--- config.mk ---
export PLATFORM = sky130hd
export DESIGN_NAME = mii_rx_frame
export DESIGN_NICKNAME = d
export VERILOG_FILES = /design/src/rtl/mii_pkg.sv /design/src/rtl/crc32.sv /design/src/rtl/mii_rx_frame.sv
export SDC_FILE = /design/constraint.sdc
export NUM_CORES = 1
export LEC_CHECK = 0
export CAP_MARGIN = 40
export CORE_AREA = 8 8 93 95
export DETAILED_ROUTE_END_ITERATION = 7
export DIE_AREA = 0 0 101 103
export PLACE_DENSITY = 0.86
export SLEW_MARGIN = 25
export SYNTH_ARGS = -nofsm -noshare
export SYNTH_HDL_FRONTEND = slang
export SYNTH_SLANG_ARGS = --single-unit
--- constraint.sdc ---
create_clock -name eth_clk -period 3.5 [get_ports eth_clk]
set_clock_uncertainty 0.05 [all_clocks]
set_input_delay 0.875 -clock eth_clk [delete_from_list [all_inputs] [get_ports eth_clk]]
set_output_delay 0.875 -clock eth_clk [all_outputs]
set_load 0.03 [all_outputs]
--- src/rtl/mii_pkg.sv ---
// Shared FSM state type, line-code symbols and CRC constants for the MII/RMII receive path.
package mii_pkg;

  typedef enum logic [1:0] {
    IDLE     = 2'd0,
    PREAMBLE = 2'd1,
    PAYLOAD  = 2'd2,
    DROP     = 2'd3
  } rx_state_t;

  localparam logic [1:0] PRE_SYM_RMII = 2'b01;
  localparam logic [1:0] SFD_SYM_RMII = 2'b11;
  localparam logic [3:0] PRE_SYM_MII  = 4'h5;
  localparam logic [3:0] SFD_SYM_MII  = 4'hD;

  // Reflected Ethernet polynomial; the residue is the finalised (complemented)
  // CRC of an intact destination..FCS stream.
  localparam logic [31:0] CRC_POLY_REFL = 32'hEDB88320;
  localparam logic [31:0] CRC_RESIDUE   = 32'h2144DF1C;

  // Byte idx of a station address in wire order (idx 0 = addr[47:40]).
  function automatic logic [7:0] addr_byte(input logic [47:0] addr, input int idx);
    logic [47:0] sh;
    sh = addr >> (8 * (5 - idx));
    return sh[7:0];
  endfunction

endpackage

--- src/rtl/crc32.sv ---
// Ethernet CRC-32, LSB-first, advancing MII_W bits per enabled cycle.
module crc32
  import mii_pkg::*;
#(
  parameter int MII_W = 2
) (
  input  logic             clk,
  input  logic             rst_n,
  input  logic             init,
  input  logic             en,
  input  logic [MII_W-1:0] din,
  output logic [31:0]      crc_out
);

  logic [31:0] crc_reg;
  logic [31:0] stage [0:MII_W];

  assign stage[0] = crc_reg;

  for (genvar gi = 0; gi < MII_W; gi++) begin : g_bit
    assign stage[gi+1] = (stage[gi] >> 1) ^
                         ((stage[gi][0] ^ din[gi]) ? CRC_POLY_REFL : 32'h0);
  end

  always_ff @(posedge clk or negedge rst_n) begin
    if (!rst_n) begin
      crc_reg <= '1;
    end else if (init) begin
      crc_reg <= '1;
    end else if (en) begin
      crc_reg <= stage[MII_W];
    end
  end

  assign crc_out = ~crc_reg;

endmodule

--- src/rtl/mii_rx_frame.sv ---
// MII/RMII receive framer: SFD hunt, byte assembly, address/length/alignment/CRC checks.
// Define MII_RX_FRAME_BCAST_EN to also accept destination FF:FF:FF:FF:FF:FF.
module mii_rx_frame
  import mii_pkg::*;
#(
  parameter int          MII_W    = 2,
  parameter logic [47:0] MAC_ADDR = 48'h00183E03E2DC,
  parameter int          MIN_LEN  = 64,
  parameter int          MAX_LEN  = 1518
) (
  input  logic             eth_clk,
  input  logic             rst_n,
  input  logic [MII_W-1:0] eth_rx,
  input  logic             eth_dv,
  output logic [7:0]       rx_data,
  output logic             rx_valid,
  output logic             rx_sof,
  output logic             rx_eof,
  output logic             rx_good,
  output logic [10:0]      rx_len,
  output logic [3:0]       rx_stat
);

  localparam int SYMS  = 8 / MII_W;
  localparam int CNT_W = (MII_W == 4) ? 1 : 2;
  localparam logic [MII_W-1:0] PRE_SYM =
    (MII_W == 4) ? MII_W'(PRE_SYM_MII) : MII_W'(PRE_SYM_RMII);
  localparam logic [MII_W-1:0] SFD_SYM =
    (MII_W == 4) ? MII_W'(SFD_SYM_MII) : MII_W'(SFD_SYM_RMII);

  rx_state_t        state_reg, state_next;
  logic [CNT_W-1:0] sym_cnt_reg, sym_cnt_next;
  logic [7-MII_W:0] part_reg, part_next;
  logic [10:0]      byte_cnt_reg, byte_cnt_next;
  logic             mac_miss_reg, mac_miss_next;
  logic             first_reg;

  logic [7:0]  data_next;
  logic        valid_next, sof_next, eof_next, good_next;
  logic [10:0] len_next;
  logic [3:0]  stat_next;

  logic [7:0]  byte_full;
  logic        in_payload, frame_start, byte_done, over_len, addr_slot;
  logic [10:0] cnt_inc;
  logic        dest_miss, addr_miss, crc_err;
  logic [31:0] crc_out;

  assign in_payload  = (state_reg == PAYLOAD);
  assign frame_start = (state_reg == PREAMBLE) && eth_dv && (eth_rx == SFD_SYM);
  assign byte_full   = {eth_rx, part_reg};
  assign byte_done   = in_payload && eth_dv && (sym_cnt_reg == CNT_W'(SYMS - 1));
  assign over_len    = byte_done && (byte_cnt_reg >= 11'(MAX_LEN));
  assign cnt_inc     = (byte_cnt_reg == 11'h7FF) ? byte_cnt_reg : byte_cnt_reg + 11'd1;
  assign addr_slot   = byte_done && (byte_cnt_reg < 11'd6);
  assign crc_err     = (crc_out != CRC_RESIDUE);

  crc32 #(
    .MII_W (MII_W)
  ) u_crc (
    .clk     (eth_clk),
    .rst_n   (rst_n),
    .init    (!in_payload),
    .en      (in_payload && eth_dv),
    .din     (eth_rx),
    .crc_out (crc_out)
  );

  always_comb begin
    mac_miss_next = mac_miss_reg;
    if (frame_start) begin
      mac_miss_next = 1'b0;
    end else if (addr_slot && (byte_full != addr_byte(MAC_ADDR, int'(byte_cnt_reg)))) begin
      mac_miss_next = 1'b1;
    end
  end

`ifdef MII_RX_FRAME_BCAST_EN
  logic bcast_miss_reg;

  always_ff @(posedge eth_clk or negedge rst_n) begin
    if (!rst_n) begin
      bcast_miss_reg <= 1'b0;
    end else if (frame_start) begin
      bcast_miss_reg <= 1'b0;
    end else if (addr_slot && (byte_full != 8'hFF)) begin
      bcast_miss_reg <= 1'b1;
    end
  end

  assign dest_miss = mac_miss_reg && bcast_miss_reg;
`else
  assign dest_miss = mac_miss_reg;
`endif

  // A frame that ends before the whole destination arrived cannot match.
  assign addr_miss = dest_miss || (byte_cnt_reg < 11'd6);

  always_comb begin
    state_next    = state_reg;
    sym_cnt_next  = sym_cnt_reg;
    part_next     = part_reg;
    byte_cnt_next = byte_cnt_reg;
    data_next     = rx_data;
    valid_next    = 1'b0;
    sof_next      = 1'b0;
    eof_next      = 1'b0;
    good_next     = rx_good;
    len_next      = rx_len;
    stat_next     = rx_stat;

    case (state_reg)
      IDLE: begin
        if (eth_dv) begin
          state_next = (first_reg || (eth_rx != PRE_SYM)) ? DROP : PREAMBLE;
        end
      end

      PREAMBLE: begin
        if (!eth_dv) begin
          state_next = IDLE;
        end else if (eth_rx == SFD_SYM) begin
          state_next    = PAYLOAD;
          sym_cnt_next  = '0;
          byte_cnt_next = '0;
        end else if (eth_rx != PRE_SYM) begin
          state_next = DROP;
        end
      end

      PAYLOAD: begin
        if (!eth_dv) begin
          state_next = IDLE;
          eof_next   = 1'b1;
          len_next   = byte_cnt_reg;
          stat_next  = {crc_err, (sym_cnt_reg != '0),
                        (byte_cnt_reg < 11'(MIN_LEN)), addr_miss};
          good_next  = (stat_next == 4'b0000);
        end else begin
          part_next    = byte_full[7:MII_W];
          sym_cnt_next = byte_done ? '0 : sym_cnt_reg + 1'b1;
          if (byte_done) begin
            byte_cnt_next = cnt_inc;
            if (over_len) begin
              // Oversized: report now and discard the rest of the frame.
              state_next = DROP;
              eof_next   = 1'b1;
              len_next   = cnt_inc;
              stat_next  = {1'b0, 1'b0, 1'b1, addr_miss};
              good_next  = 1'b0;
            end else begin
              data_next  = byte_full;
              valid_next = 1'b1;
              sof_next   = (byte_cnt_reg == 11'd0);
            end
          end
        end
      end

      default: begin
        if (!eth_dv) begin
          state_next = IDLE;
        end
      end
    endcase
  end

  always_ff @(posedge eth_clk or negedge rst_n) begin
    if (!rst_n) begin
      state_reg    <= IDLE;
      sym_cnt_reg  <= '0;
      part_reg     <= '0;
      byte_cnt_reg <= '0;
      mac_miss_reg <= 1'b0;
      first_reg    <= 1'b1;
      rx_data      <= '0;
      rx_valid     <= 1'b0;
      rx_sof       <= 1'b0;
      rx_eof       <= 1'b0;
      rx_good      <= 1'b0;
      rx_len       <= '0;
      rx_stat      <= '0;
    end else begin
      state_reg    <= state_next;
      sym_cnt_reg  <= sym_cnt_next;
      part_reg     <= part_next;
      byte_cnt_reg <= byte_cnt_next;
      mac_miss_reg <= mac_miss_next;
      first_reg    <= 1'b0;
      rx_data      <= data_next;
      rx_valid     <= valid_next;
      rx_sof       <= sof_next;
      rx_eof       <= eof_next;
      rx_good      <= good_next;
      rx_len       <= len_next;
      rx_stat      <= stat_next;
    end
  end

endmodule
# Word level (Yosys, flattened, before mapping)
# Index checks and enable logic that the tools add are counted.
[totals] mem_count=0 rom_bits=0 mem_bits_rw=0 out_inout_bits=27 ff_bits=82 latch_bits=0 input_bits=5
[op_classes] n_mux=48 eq_ne=20 addsub=3 n_lt_le_gt_ge=3 div_mod_pow=0 bitwise=6 reduce_logical=21 shifts=1 multipliers=0
[ops] cell="32-bit two-way mux" count=4
[ops] cell="11-bit two-way mux" count=8
[ops] cell="31-bit by 32-bit bitwise XOR with 32-bit output" count=2
[ops] cell="37-bit by 32-bit right shift with 8-bit output (first input constant)" count=1
[ops] cell="32-bit by 30-bit inequality test with 1-bit output (second input constant)" count=1
[ops] cell="32-bit inverter" count=1
[ops] cell="2-bit two-way mux" count=13
[ops] cell="11-bit one-hot mux with 2 select lines" count=1
[ops] cell="1-bit two-way mux" count=17
[ops] cell="4-bit two-way mux" count=3
[ops] cell="2-bit by 1-bit inequality test with 1-bit output (second input constant)" count=6
[ops] cell="3-bit by 11-bit subtractor with 12-bit output (first input constant)" count=1
[ops] cell="11-bit by 1-bit adder with 11-bit output (second input constant)" count=1
[ops] cell="11-bit == test (second input constant)" count=1
[ops] cell="11-bit greater-or-equal comparator (second input constant)" count=1
[ops] cell="11-bit logical NOT" count=1
[ops] cell="11-bit by 3-bit less-than comparator with 1-bit output (second input constant)" count=1
[ops] cell="11-bit by 7-bit less-than comparator with 1-bit output (second input constant)" count=1
[ops] cell="5-bit AND reduction" count=2
[ops] cell="8-bit inequality test" count=1
[ops] cell="4-bit AND reduction" count=2
[ops] cell="1-bit logical AND" count=7
[ops] cell="2-bit == test (second input constant)" count=3
[ops] cell="2-bit inequality test (second input constant)" count=3
[ops] cell="other kinds (15)" count=20

# Depth between registers and ports, before layout
[logic_depth] ltp_word=8 mapped_depth=7 ltp_nobuf=6

# Hierarchy
# Synthesis repeated with hierarchy kept, for this count alone.
[unflattened] hier_cells=440 area_unflattened_um2=4476.8
[modules_own_cells] module="mii_rx_frame" n_inst=1 cells_per_inst=277 area_each_um2=2762.6
[modules_own_cells] module="crc32" n_inst=1 cells_per_inst=163 area_each_um2=1714.1

# Least setup slack after synthesis
# No wires, ideal clock.
[synth_timing] path_type="input-to-reg" from="input eth_rx[1]" to="register byte_cnt_reg[0]" arrival_time_ns=2.013 path_slack_ns=1.312 path_buffers=1 path_stages=6 path_cell_list="buf_2 nand2_1 nor3_1 o21a_1 o21ai_0 mux2_2"
[synth_between] elab_chain_len=3
[synth_rtl] element="from (decl)" line_no="mii_rx_frame.sv:13" source="input logic [MII_W-1:0] eth_rx,"
[synth_rtl] element="2-bit == test" line_no="mii_rx_frame.sv:122" source="end else if (eth_rx == SFD_SYM) begin"
[synth_rtl] element="2-bit by 1-bit inequality test with 1-bit output (no source line)"
[synth_rtl] element="5-bit AND reduction (no source line)"
[synth_rtl] element="to (signal assigned)" line_no="mii_rx_frame.sv:187" source="byte_cnt_reg <= byte_cnt_next;"
[synth_rtl] element="to (decl)" line_no="mii_rx_frame.sv:34" source="logic [10:0] byte_cnt_reg, byte_cnt_next;"
# Every way passes these cells.
# A chain may end at the register's enable or synchronous reset.

# Final worst setup path
[layout_timing] from="input eth_rx[0]" to="register byte_cnt_reg[8]"
# Same word-level chain as after synthesis.

==> out/summary.txt <==
Outcome = finished, final reports clean
Fillers = 570
Register Area = 2090 um^2
Multi-input logic area = 1980 um^2
Routed Antenna Nets = 0
Placed Cells incl. Taps = 532
R2R Setup Slk = 0.93 ns
Grt ovf = 0
WS Path Type = primary input to register
Synth Area in XOR/XNOR = 0.0778
R2R depth = 6
Share of cells above drive strength 1 = 0.183
Slowest cell on the critical path = clkdlybuf4s50_1
Slew Limit Fails = 0
Largest family of logic cells by synthesized area = simple AND/OR/NAND/NOR gates
Comb pwr share = 0.268
Synth top area share = 0.291
Synth Instances = 421
Num rows = 31
Hold Slack = 0.380 ns
Net switching power = 940 uW
Final hold vios = 0
Layout net count = 454
GPL Wtd Cong = 0.937
Cts repair resizes = 0
Sequential share of power = 0.435
Reg-to-Reg Start = byte_cnt_reg[1]
Max FFs per register = 32
Peak supply drop = 431 uV
Initial antenna violation count = 0
Switching Share = 0.325
Die area = 10400 um^2
Buffer count from post-CTS setup fixing = 0
Leakage dissipation = 0.00199 uW
Top sig layer = met4
Residual DRC count = 0
RSZ-0062 raised after global routing = false
Largest net degree at the start of global routing = 57
CP Cell Sequence = clkdlybuf4s50_1 -> inv_1 -> nor3_1 -> o21ai_0 -> o21ai_0 -> o21ai_0
DR iter-0 viols = 284
Met3 wire len = 622 um
Crit share post-route = 0.807
Internal power = 1950 uW
Total routed wirelength = 9220 um
Critical path arrival = 3.01 ns
Clock power share = 0.297
Post-CTS Hold Fix Bufs = 0
Post-Syn Area = 4220 um^2
Number of detailed-route iterations in the first pass = 5
Worst Hold Class = primary input to asynchronous set/reset pin
Synth Area in Adders = 0.0148
CTS Sinks = 82
Max Buffers Root-to-Sink = 2
Top cells by count, synth = nand2_1 (83), dfrtp_1 (49), o21ai_0 (43)
Crit Reg-Reg Endpoint = rx_len[1]
CP peak stage delay = 0.67 ns
Cts bufs inserted = 9
DR vias/cell = 5.94
Core box area = 7140 um^2
Multiplexer share of the synthesized area = 0.0855
Die extent in y = 103 um
Worst slew margin relative to its limit = 0.454
Post-route insts no fill = 548
DIE WIDTH = 101 um
#FFs+latches synth = 82
First-pass GRT wire length = 15400 um
Worst-path maximum fanout = 6
CP required = 3.68 ns
Post-synthesis cell type count = 50
N_diodes = 0
Asr flop ratio synth = 1.00
DRT met1 WL = 4210 um
# setup viols final = 0
Drt wl/cell = 16.8 um
Synth Area in Simple Gates = 0.176
Most frequent cell after synthesis = nand2_1
TritonCTS clock tree = yes
Setup TNS = 0 ns
Power per Cell Area = 595 nW/um^2
Number of enable flip-flop cells after synthesis = 0
Post-synthesis net count = 431
Syn avg cell area = 10.0 um^2
CP endpoint kind = register
IO Pins = 32
Yosys warns = 0
Post-synth top area cell = dfrtp_1
Met2 wire length = 4250 um
Total GRT Usage = 0.189
Worst Max-Slew Pin Slew = 0.811 ns
Vias = 3253
Synth Flop Type = dfrtp_1
Post-DP HPWL = 6260 um
Clock transition at path regs = 0.09 ns
Final min period = 2.82 ns
CTS HTree Levels = 3
Root Buffer = clkbuf_8
Initial Utilization = 0.591
Pre-CTS setup slack = 0.421 ns
Worst-Skew Late Latency = 0.36 ns
CP Capture Point = byte_cnt_reg[8]
CP Launch Type = primary input
Seq/Total Area, Yosys = 0.497
Max-cap violations = 0
FMAX = 354 MHz
Number of global-route vias before repair = 3081
Area added between synthesis and finish = 15.3%
Crit-path most repeated cell = o21ai_0
Crit. Startpoint = eth_rx[0]
Fin worst setup slack = 0.675 ns
Port Buffers = 31
Compound-Gate Fraction of Synth Area = 0.114
Area contributors post-synth = dfrtp_1 (29%), dfstp_2 (21%), nand2_1 (7.4%), o21ai_0 (5.1%), mux2i_1 (4.3%)
==> cell type report <==
cell class,instances,area share
Clock buffer,12,0.0319
Clock inverter,4,0.0201
Inverter,10,0.00772
Multi-Input combinational cell,304,0.408
Sequential cell,82,0.431
Tap cell,99,0.0255
Timing Repair Buffer,37,0.0757
==> metrics by stage <==
stage,instance area [um^2],power [uW],utilization
2_1_floorplan,4220,1740,-
3_3_place_gp,4580,2000,0.642
3_5_place_dp,4610,2040,0.646
4_1_cts,4860,2890,0.681
5_1_grt,4860,3020,0.681
6_report,4860,2890,0.681
==> metal layers <==
layer	vias to the layer above	GRT usage
li1	1518	-
met1	1610	0.252
met2	114	0.290
met3	11	0.0412
met4	0	0.0825
met5	-	0
==> placed cells by master, fill, tap and decap left out, drive strengths merged, types with 2 or more instances in the layout <==
cell type,instances
and2,4
nand2,83
buf,8
clkdlybuf4s50,29
nor4b,2
ha,5
nor3,4
a211oi,2
xnor2,18
nand4,8
nor2,12
mux2,16
a41oi,3
mux2i,18
o21bai,2
and3,2
a21oi,13
dfstp,33
nand3,13
o31ai,2
and4,4
inv,10
nor4,7
nor2b,5
o21ai,43
nand4b,3
xor2,13
dfrtp,49
nand2b,3
bufinv,3
a22o,2
clkbuf,12
a31oi,5
==> power by group through the flow <==
stage / Clock [uW] / Combinational (uW) / Sequential [uW]
after global routing: 899 / 847 / 1280
final: 859 / 774 / 1260
after floorplan: 0 / 382 / 1360
after global placement: 0 / 740 / 1260
after CTS: 864 / 777 / 1250
after detailed placement: 0 / 772 / 1270
==> critical path: cells and delay by family <==
family | cells | cell delay (ns)
AO/OA/AOI/OAI | 3 | 0.85
buffers and inverters | 2 | 0.82
AND/OR/NAND/NOR | 1 | 0.45
==> cell families after synthesis <==
kind of cell	count (synthesis)
AO/OA/AOI/OAI	80
XOR/XNOR	31
adder cells (fa/ha/maj)	5
buffers and inverters	35
flip-flops	82
multiplexers	34
other	1
AND/OR/NAND/NOR	153
==> how the worst min path moves through the flow <==
stage | from | to | slack [ns]
after detailed placement | rx_len[5] | rx_len[5] | 0.42
final | rst_n | byte_cnt_reg[3] | 0.38
after global placement | rx_stat[0] | rx_stat[0] | 0.41
after global routing | rst_n | byte_cnt_reg[3] | 0.40
after CTS | rst_n | rx_len[4] | 0.39
after floorplan | sym_cnt_reg[0] | sym_cnt_reg[0] | 0.43
No activity file was read; power rests on OpenSTA's default activity.
==> variant: new RTL, config.mk and constraints unchanged <==
`MII_W` is set to 2 in 2 places; all go to 3.
--- a/src/rtl/crc32.sv
+++ b/src/rtl/crc32.sv
@@ -4,3 +4,3 @@
 #(
-  parameter int MII_W = 2
+  parameter int MII_W = 3
 ) (
--- a/src/rtl/mii_rx_frame.sv
+++ b/src/rtl/mii_rx_frame.sv
@@ -5,3 +5,3 @@
 #(
-  parameter int          MII_W    = 2,
+  parameter int          MII_W    = 3,
   parameter logic [47:0] MAC_ADDR = 48'h00183E03E2DC,
Ports: changed (resized eth_rx); port bits go from 32 to 33. The function was not compared with the original's and may differ.
==> variant against the original RTL <==
Synthesized area decreased by 0.86%; cell area decreased by 1.5%; power is 2.9% lower; sequential share of layout area rose by 0.12 points; core utilization is 1.0 points lower; sequential power about the same; worst setup slack better by 180 ps; global-route usage rose by 0.23 points; via count increased by 2.5%; routed wire length up 1.7%; fmax rose by 7.0%; sequential cell count fell by 1; largest cell class unchanged.
==> variant: results (changes against the original RTL) <==
stage,metric,value,unit,change
run_status,status,"finished, final reports clean",,
worst_setup_path,crit_fanout,7,,+1
clock_network,clk_path_buf_depth,2,,unchanged
synth,yosysSeqAreaShare,0.495,,-0.00168
cells_and_area,layout-drive-gt1-share,0.172,,-0.0102
global_routing,grt_pass1_vias,3251,,+5.5%
clock_network,clock_tree.root_cell,clkbuf_8,,
clock_network,clk_pin_slew_worst_paths,80,ps,
global_routing,grt_use_total,0.191,,+0.00227
placed_design,dp.cells,547,,+2.8%
synth,async_flop_share,1.00,,unchanged
clock_network,clock_latency,360,ps,about the same
clock_network,cts_setup_buffers,0,,unchanged
hold_path,min_path_type,in2async,,
cells_and_area,instances_no_fill,563,,+2.7%
timing,worst_slew_margin_rel,0.589,,+0.135
placed_design,place_congestion,0.884,,-5.6%
placed_design,detailed_place_hpwl,6540,µm,+4.4%
synth,synth_nets,443,,+2.8%
clock_network,cts_buffers,9,,unchanged
routing,firstDrtPassIters,7,,+2
synth,synthFlopType,dfrtp_1,,
pwr,leakagePower,0.00192,µW,-3.5%
pwr,swShare,0.353,,+0.0277
clock_network,post_cts_resized,0,,unchanged
synth,netlist_top_cells_area,"dfrtp_1, dfstp_2, nand2_1",,
global_routing,antenna_found_initial,0,,unchanged
cells_and_area,nets,468,,+3.1%
synth,netlist-cell-type-count,53,,+6.0%
synth,syn_avg_cell_area,9.63,µm²,-3.8%
placed_design,io_buffers,32,,+3.2%
pwr,ir_drop,466,µV,+8.2%
synth,ys_warn_count,0,,unchanged
worst_setup_path,cp_slowest_cell,clkdlybuf4s50_1,,
routing,routed_wirelength,9380,µm,+1.7%
routing,drt_iter0_drc,275,,-3.2%
routing,via_per_inst,5.92,,-0.24%
global_routing,grt_max_degree,62,,+8.8%
cells_and_area,largest_reg_flops,32,,unchanged
synth,ys_top_cells_by_count,"nand2_1, dfrtp_1, o21ai_0",,
worst_setup_path,max_stage_delay,770,ps,+100 ps
clock_network,htree_num_levels,3,,unchanged
cells_and_area,num_antenna_cells,0,,unchanged
global_routing,grt_pass1_wl,15700,µm,+1.9%
worst_setup_path,path_delay_family,XOR/XNOR gates,,
-- variant: power by group through the flow --
stage	combinational [µW]	sequential [µW]	clock, µW
6_report	857	1260	690
5_1_grt	929	1290	737
4_1_cts	860	1260	699
3_5_place_dp	854	1270	0
3_3_place_gp	826	1260	0
2_1_floorplan	464	1350	0
-- variant: cell families after synthesis --
kind of cell / synth area share
compound gates: 0.130
xor+xnor: 0.101
fa+ha+maj: 0.00898
buf+inv: 0.0329
flops: 0.495
mux: 0.0491
other cells: 0.000897
simple gates: 0.182
-- variant: worst paths after layout --
kind	start	to	slack (ps)	cells past startpoint
worst min register to register	rx_stat[0]	rx_stat[0]	440	2
min in group eth_clk	rx_stat[0]	rx_stat[0]	440	2
worst max-delay path	eth_rx[1]	u_crc.crc_reg[29]	860	7
worst max register to register	byte_cnt_reg[1]	rx_len[2]	870	7
worst min-delay path	rst_n	rx_eof	360	1
max in group asynchronous	rst_n	u_crc.crc_reg[6]	2410	2
-- variant: per-stage QoR --
step | total power, µW | area [µm²] | util | worst slack [ps]
floorplan | 1810 | 4180 | - | 1150
global placement | 2080 | 4560 | 0.638 | 606
detailed placement | 2130 | 4580 | 0.642 | 569
CTS | 2820 | 4790 | 0.671 | 890
global route | 2950 | 4790 | 0.671 | 671
finish | 2810 | 4790 | 0.671 | 859
-- variant: final cells by class --
type	instances	area, µm²
clock inverter	6	67.6
sequential	81	2070
tap	99	124
timing repair buffer	39	385
fill	570	2350
inverter	8	30.0
clock buffer	10	138
multi-input combinational	320	1980
-- variant: metal layers --
layer  vias up  GRT usage  routed length, µm
met4         0     0.0745                195
met3        25     0.0432                530
met1      1616      0.227               3880
li1       1552          -                  -
met2       141      0.331               4770
met5         -          0                  0
